**config.mk**
```make
export PLATFORM = sky130hd
export DESIGN_NAME = matrix_load_ctrl
export DESIGN_NICKNAME = d
export VERILOG_FILES = /design/src/rtl/matrix_load_ctrl.sv
export SDC_FILE = /design/constraint.sdc
export NUM_CORES = 1
export LEC_CHECK = 0
export ABC_AREA = 1
export CORE_MARGIN = 2
export CORE_UTILIZATION = 45
export DETAILED_ROUTE_END_ITERATION = 8
export PLACE_DENSITY = 0.76
export SKIP_LAST_GASP = 1
export SLEW_MARGIN = 20
export SYNTH_ARGS = -nofsm -noshare
export SYNTH_HDL_FRONTEND = slang
export SYNTH_SLANG_ARGS = --single-unit
export TNS_END_PERCENT = 1
```
**constraint.sdc**
```tcl
create_clock -name Clk -period 4.05 [get_ports Clk]
set_clock_uncertainty 0.2 [all_clocks]
set_input_delay 0.6075 -clock Clk [delete_from_list [all_inputs] [get_ports Clk]]
set_output_delay 0.6075 -clock Clk [all_outputs]
set_load 0.01 [all_outputs]
```
**src/rtl/matrix_load_ctrl.sv**
```systemverilog
// matrix_load_ctrl: packs a stream of DATA_W-bit words into one A word and one
// B word, writes each into the core's port-B memories, then starts the core
// and waits for Done (bounded by TIMEOUT) before accepting the next pair.
module matrix_load_ctrl #(
  parameter int DATA_W  = 32,
  parameter int WORDS   = 4,
  parameter int ADDR_W  = 1,
  parameter int TIMEOUT = 1024
) (
  input  logic                      Clk,
  input  logic                      Rst_n,
  input  logic [DATA_W-1:0]         In_Data,
  input  logic                      In_Valid,
  output logic                      In_Ready,
  output logic [DATA_W*WORDS-1:0]   MA_dib,
  output logic [ADDR_W-1:0]         MA_Addrb,
  output logic                      MA_enb,
  output logic                      MA_web,
  output logic [DATA_W*WORDS-1:0]   MB_dib,
  output logic [ADDR_W-1:0]         MB_Addrb,
  output logic                      MB_enb,
  output logic                      MB_web,
  output logic                      Rst_Core,
  output logic                      Go,
  input  logic                      Done,
  output logic                      Busy,
  output logic                      Load_Done,
  output logic                      Err
);

  localparam int PACK_W = DATA_W * WORDS;
  localparam int CNT_W  = (WORDS > 1) ? $clog2(WORDS) : 1;
  localparam int WAIT_W = $clog2(TIMEOUT + 1);

  typedef enum logic [2:0] {
    FILL_A,
    WR_A,
    FILL_B,
    WR_B,
    GO,
    WAIT
  } state_t;

  state_t              state_q, state_d;
  logic [CNT_W-1:0]    word_cnt_q;
  logic [WAIT_W-1:0]   wait_cnt_q;
  logic [PACK_W-1:0]   pack_q;
  logic [PACK_W-1:0]   ma_dib_q, mb_dib_q;
  logic                rst_core_q, load_done_q, err_q;

  logic                accept, last_word, timeout_hit;
  logic [PACK_W-1:0]   packed_next;

  // First accepted word ends up in the top slice: shift left, new word at the bottom.
  assign packed_next = {pack_q[PACK_W-DATA_W-1:0], In_Data};
  assign accept      = In_Valid & In_Ready;
  assign last_word   = (word_cnt_q == CNT_W'(WORDS - 1));
  assign timeout_hit = (wait_cnt_q == WAIT_W'(TIMEOUT - 1));

  // Output decode from registered state; In_Ready is held low during reset.
  always_comb begin
    In_Ready  = Rst_n & ((state_q == FILL_A) | (state_q == FILL_B));
    MA_enb    = (state_q == WR_A);
    MA_web    = (state_q == WR_A);
    MB_enb    = (state_q == WR_B);
    MB_web    = (state_q == WR_B);
    Go        = (state_q == GO);
    Busy      = (state_q != FILL_A);
    MA_Addrb  = '0;
    MB_Addrb  = '0;
    MA_dib    = ma_dib_q;
    MB_dib    = mb_dib_q;
    Rst_Core  = rst_core_q;
    Load_Done = load_done_q;
    Err       = err_q;
  end

  // Next-state logic.
  always_comb begin
    state_d = state_q;
    case (state_q)
      FILL_A: if (accept && last_word) state_d = WR_A;
      WR_A:   state_d = FILL_B;
      FILL_B: if (accept && last_word) state_d = WR_B;
      WR_B:   state_d = GO;
      GO:     state_d = WAIT;
      WAIT:   if (Done || timeout_hit) state_d = FILL_A;
      default: state_d = FILL_A;
    endcase
  end

  // State register.
  always_ff @(posedge Clk) begin
    if (!Rst_n) state_q <= FILL_A;
    else        state_q <= state_d;
  end

  // Packing, counters, core reset, completion pulse and sticky error.
  always_ff @(posedge Clk) begin
    if (!Rst_n) begin
      word_cnt_q  <= '0;
      wait_cnt_q  <= '0;
      pack_q      <= '0;
      ma_dib_q    <= '0;
      mb_dib_q    <= '0;
      rst_core_q  <= 1'b1;
      load_done_q <= 1'b0;
      err_q       <= 1'b0;
    end else begin
      load_done_q <= (state_q == WAIT) && Done;

      if (accept) begin
        pack_q <= packed_next;
        if (last_word) begin
          word_cnt_q <= '0;
          if (state_q == FILL_A) ma_dib_q <= packed_next;
          else                   mb_dib_q <= packed_next;
        end else begin
          word_cnt_q <= word_cnt_q + CNT_W'(1);
        end
      end

      if (state_q == WR_B) rst_core_q <= 1'b0;

      if (state_q == GO) begin
        wait_cnt_q <= '0;
      end else if (state_q == WAIT && !Done) begin
        if (timeout_hit) begin
          err_q      <= 1'b1;
          rst_core_q <= 1'b1;
        end else begin
          wait_cnt_q <= wait_cnt_q + WAIT_W'(1);
        end
      end
    end
  end

endmodule

```
==> impl_metrics.csv <==
group,metric,value,unit
place,portBuffers,301,
place,dpl-instance-area,15900,um^2
clock_tree,cts_setup_buffers,0,
setup_path,cp.arrival,2990,ps
setup_path,crit_path_start_kind,"flip-flop",
clock_tree,cts_tree,"built",
clock_tree,htree_levels,2,
detailed_routing,drt-pass1-iter-count,5,
logic_synthesis,synthMuxAreaShare,0,
logic_synthesis,ys_ff_latch,371,
logic_synthesis,ys_types,30,
sta,hold_violations,0,
setup_path,cp_max_fo,75,
logic_synthesis,synth_cells,1603,
detailed_routing,wire_per_inst,16.6,um
logic_synthesis,synth_compound_area_frac,0.146,
clock_tree,clock_sinks,371,
sta,setup-tns-final,0,ps
detailed_routing,routed_wl,37400,um
clock_tree,path_clk_slew,60,ps
setup_path,cp-end-kind,"flip-flop",
sta,relSlewSlack,0.249,
place,dp_worst_setup_slack,940,ps
logic_synthesis,synthAdderAreaFrac,0.00195,
clock_tree,clockRootBuffer,"clkbuf_16",
sta,final-setup-viol-count,0,
cells_and_area,num_antenna_cells,0,
cells_and_area,syn2layout_area_growth,34.2,%
logic_synthesis,synth_top_family_by_area,"simple AND/OR/NAND/NOR gates",
global_route,grt-ovfl-total,0,
logic_synthesis,synth-simple-area-share,0.201,
cells_and_area,final_layout_size_suffix_gt1_frac,0.0444,
setup_path,crit_type,"flip-flop to flip-flop",
die,num_rows,61,
clock_tree,cts_max_path_buffers,3,
power,power_leakage,0.00624,uW
power,ir_drop,0.000261,V
logic_synthesis,syn_avg_cell_area,7.99,um^2
logic_synthesis,netlist_area,12800,um^2
global_route,track_usage,0.243,
detailed_routing,antenna_left,0,
global_route,grt_max_degree,294,
clock_tree,numCtsBuffers,38,
setup_path,r2r_end,"MA_dib[45]",
die,core,27900,um^2
detailed_routing,num_vias,11400,
global_route,grt_pass1_wl,58800,um
cells_and_area,layout.cells.non_filler,2249,
die,io_pins,304,
cells_and_area,layout_common_cells,"nor2_1, dfxtp_1, clkdlybuf4s50_1",
clock_tree,clkLatencyLatePin,520,ps
place,place_inst,2182,
power,pwr-share-seq,0.492,
clock_tree,post_cts_resize_count,0,
min_path,min_delay_path_depth,3,
logic_synthesis,synth_xor_area_frac,0.00274,
sta,tightest_slew,1130,ps
die,die_h,173,um
global_route,grt_pass1_vias,10900,
power,share_comb_of_total_power,0.048,
power,switching_share,0.222,
cells_and_area,fin_nets,1882,
die,die_w,173,um
status,outcome,"finished clean",
logic_synthesis,yosysWarnings,0,
min_path,hp-start,"Rst_n",
place,dpl.hpwl,25100,um
sta,fmax,0.364,GHz
sta,setup_ws,1300,ps
flow_run,cap_violations,0,
detailed_routing,drtIter0Drc,945,
sta,slew_violations,0,
setup_path,r2r-start,"state_q[2]",
min_path,min_to,"Err",
global_route,antenna_found_initial,0,
sta,fin_crit,2750,ps
place,globalplace.congestion,0.820,
cells_and_area,mostFrequentLayoutCell,"nor2_1",
logic_synthesis,synth-seq-area-share,0.580,
power,total_power,7690,uW
min_path,hold_path_class,"input pin to flip-flop",
clock_tree,hold_buffers,0,
cells_and_area,final_area,17200,um^2
power,power_density,448,nW/um^2
die,die_area,29800,um^2
setup_path,r2r_slack,1300,ps
setup_path,reg2regPathDepth,8,
power,p_int,5980,uW
detailed_routing,drt_drc_violations_left,0,
detailed_routing,viasPerCell,5.09,
power,netSwitchingPower,1710,uW
setup_path,cp.required,4300,ps
power,pwr-share-clk,0.459,
die,initial_core_util,0.459,
sta,rsz0062_at_grt,"no",
sta,min_period_over_period,0.678,
power groups by stage:
stage	clock, uW	combinational (uW)	sequential [uW]
2_1_floorplan	0	207	3850
3_3_place_gp	0	364	3860
3_5_place_dp	0	370	3870
4_1_cts	3580	372	3790
5_1_grt	3750	415	3790
6_report	3530	373	3790
layout make-up:
type                            count  area (um^2)
Tap cell                          378          473
Inverter                           88          335
Fill cell                        2459        10700
Multi-Input combinational cell   1031         4530
Sequential cell                   371         7430
Timing Repair Buffer              314         3160
Clock inverter                     17          195
Clock buffer                       50         1070
routing by layer:
| metal | share of wire | track usage |
|---|---|---|
| met1 | 0.41 | 0.301 |
| met2 | 0.49 | 0.426 |
| met3 | 0.055 | 0.0341 |
| met4 | 0.037 | 0.0992 |
| met5 | 0 | 0 |
stage by stage:
stage / utilization / hold WS [ps]
floorplan: - / 247
global placement: 0.570 / 244
detailed placement: 0.570 / 244
CTS: 0.615 / 215
global route: 0.615 / 264
finish: 0.615 / 235
Yosys cell counts:
library cell,n,share of area
buf_1,4,0.0012
dfxtp_1,371,0.58
a21oi_1,8,0.0031
nand3b_1,1,0.00059
nor3_1,3,0.0012
o31ai_1,1,0.00059
nand3_1,42,0.016
nor2_1,530,0.16
inv_1,86,0.025
nor2_4,2,0.0018
nand4_1,3,0.0015
xnor2_1,2,0.0014
a31oi_1,1,0.00049
conb_1,1,0.00029
buf_2,25,0.0098
clkbuf_2,3,0.0012
buf_6,1,0.00088
o21bai_1,1,0.00059
nand2_1,74,0.022
ha_1,2,0.0020
o21ai_1,72,0.028
nand3_2,1,0.00078
o21ai_0,249,0.097
buf_4,21,0.012
nand2_2,2,0.00098
xor2_1,2,0.0014
nor4_1,1,0.00049
inv_2,2,0.00059
clkbuf_1,60,0.018
o22ai_1,32,0.016
logic make-up after synthesis:
kind of cell,count (synthesis)
DFF,371
adders and majority gates,2
and+or+nand+nor,659
buffers and inverters,202
other,1
AOI/OAI and AO/OA,364
xor gates and xnor gates,4
state kept, by name (all words and copies together), names as in the netlist:
signal	flops
Err	1
wait_cnt_q	11
word_cnt_q	2
pack_q	96
state_q	3
Load_Done	1
MA_dib	128
MB_dib	128
Rst_Core	1
critical path, cell delays in order (launching register included):
cell     delay (ps)
dfxtp_1         460
nor2_4           90
nand2_1         170
inv_1           100
nand2_4          90
buf_4           480
buf_4           680
o21ai_0         220
nor2_1          170
worst max path at each step:
stage / start / end / slack (ps) / cells after the start
5_1_grt: state_q[2] / MA_dib[40] / 1090 / 8
3_3_place_gp: In_Valid / MA_dib[11] / 960 / 8
3_5_place_dp: In_Valid / MA_dib[45] / 940 / 8
6_report: state_q[2] / MA_dib[45] / 1300 / 8
4_1_cts: state_q[2] / MA_dib[45] / 1310 / 8
2_1_floorplan: Rst_n / In_Ready / 1910 / 4
No activity file was read; power rests on OpenSTA's default activity.
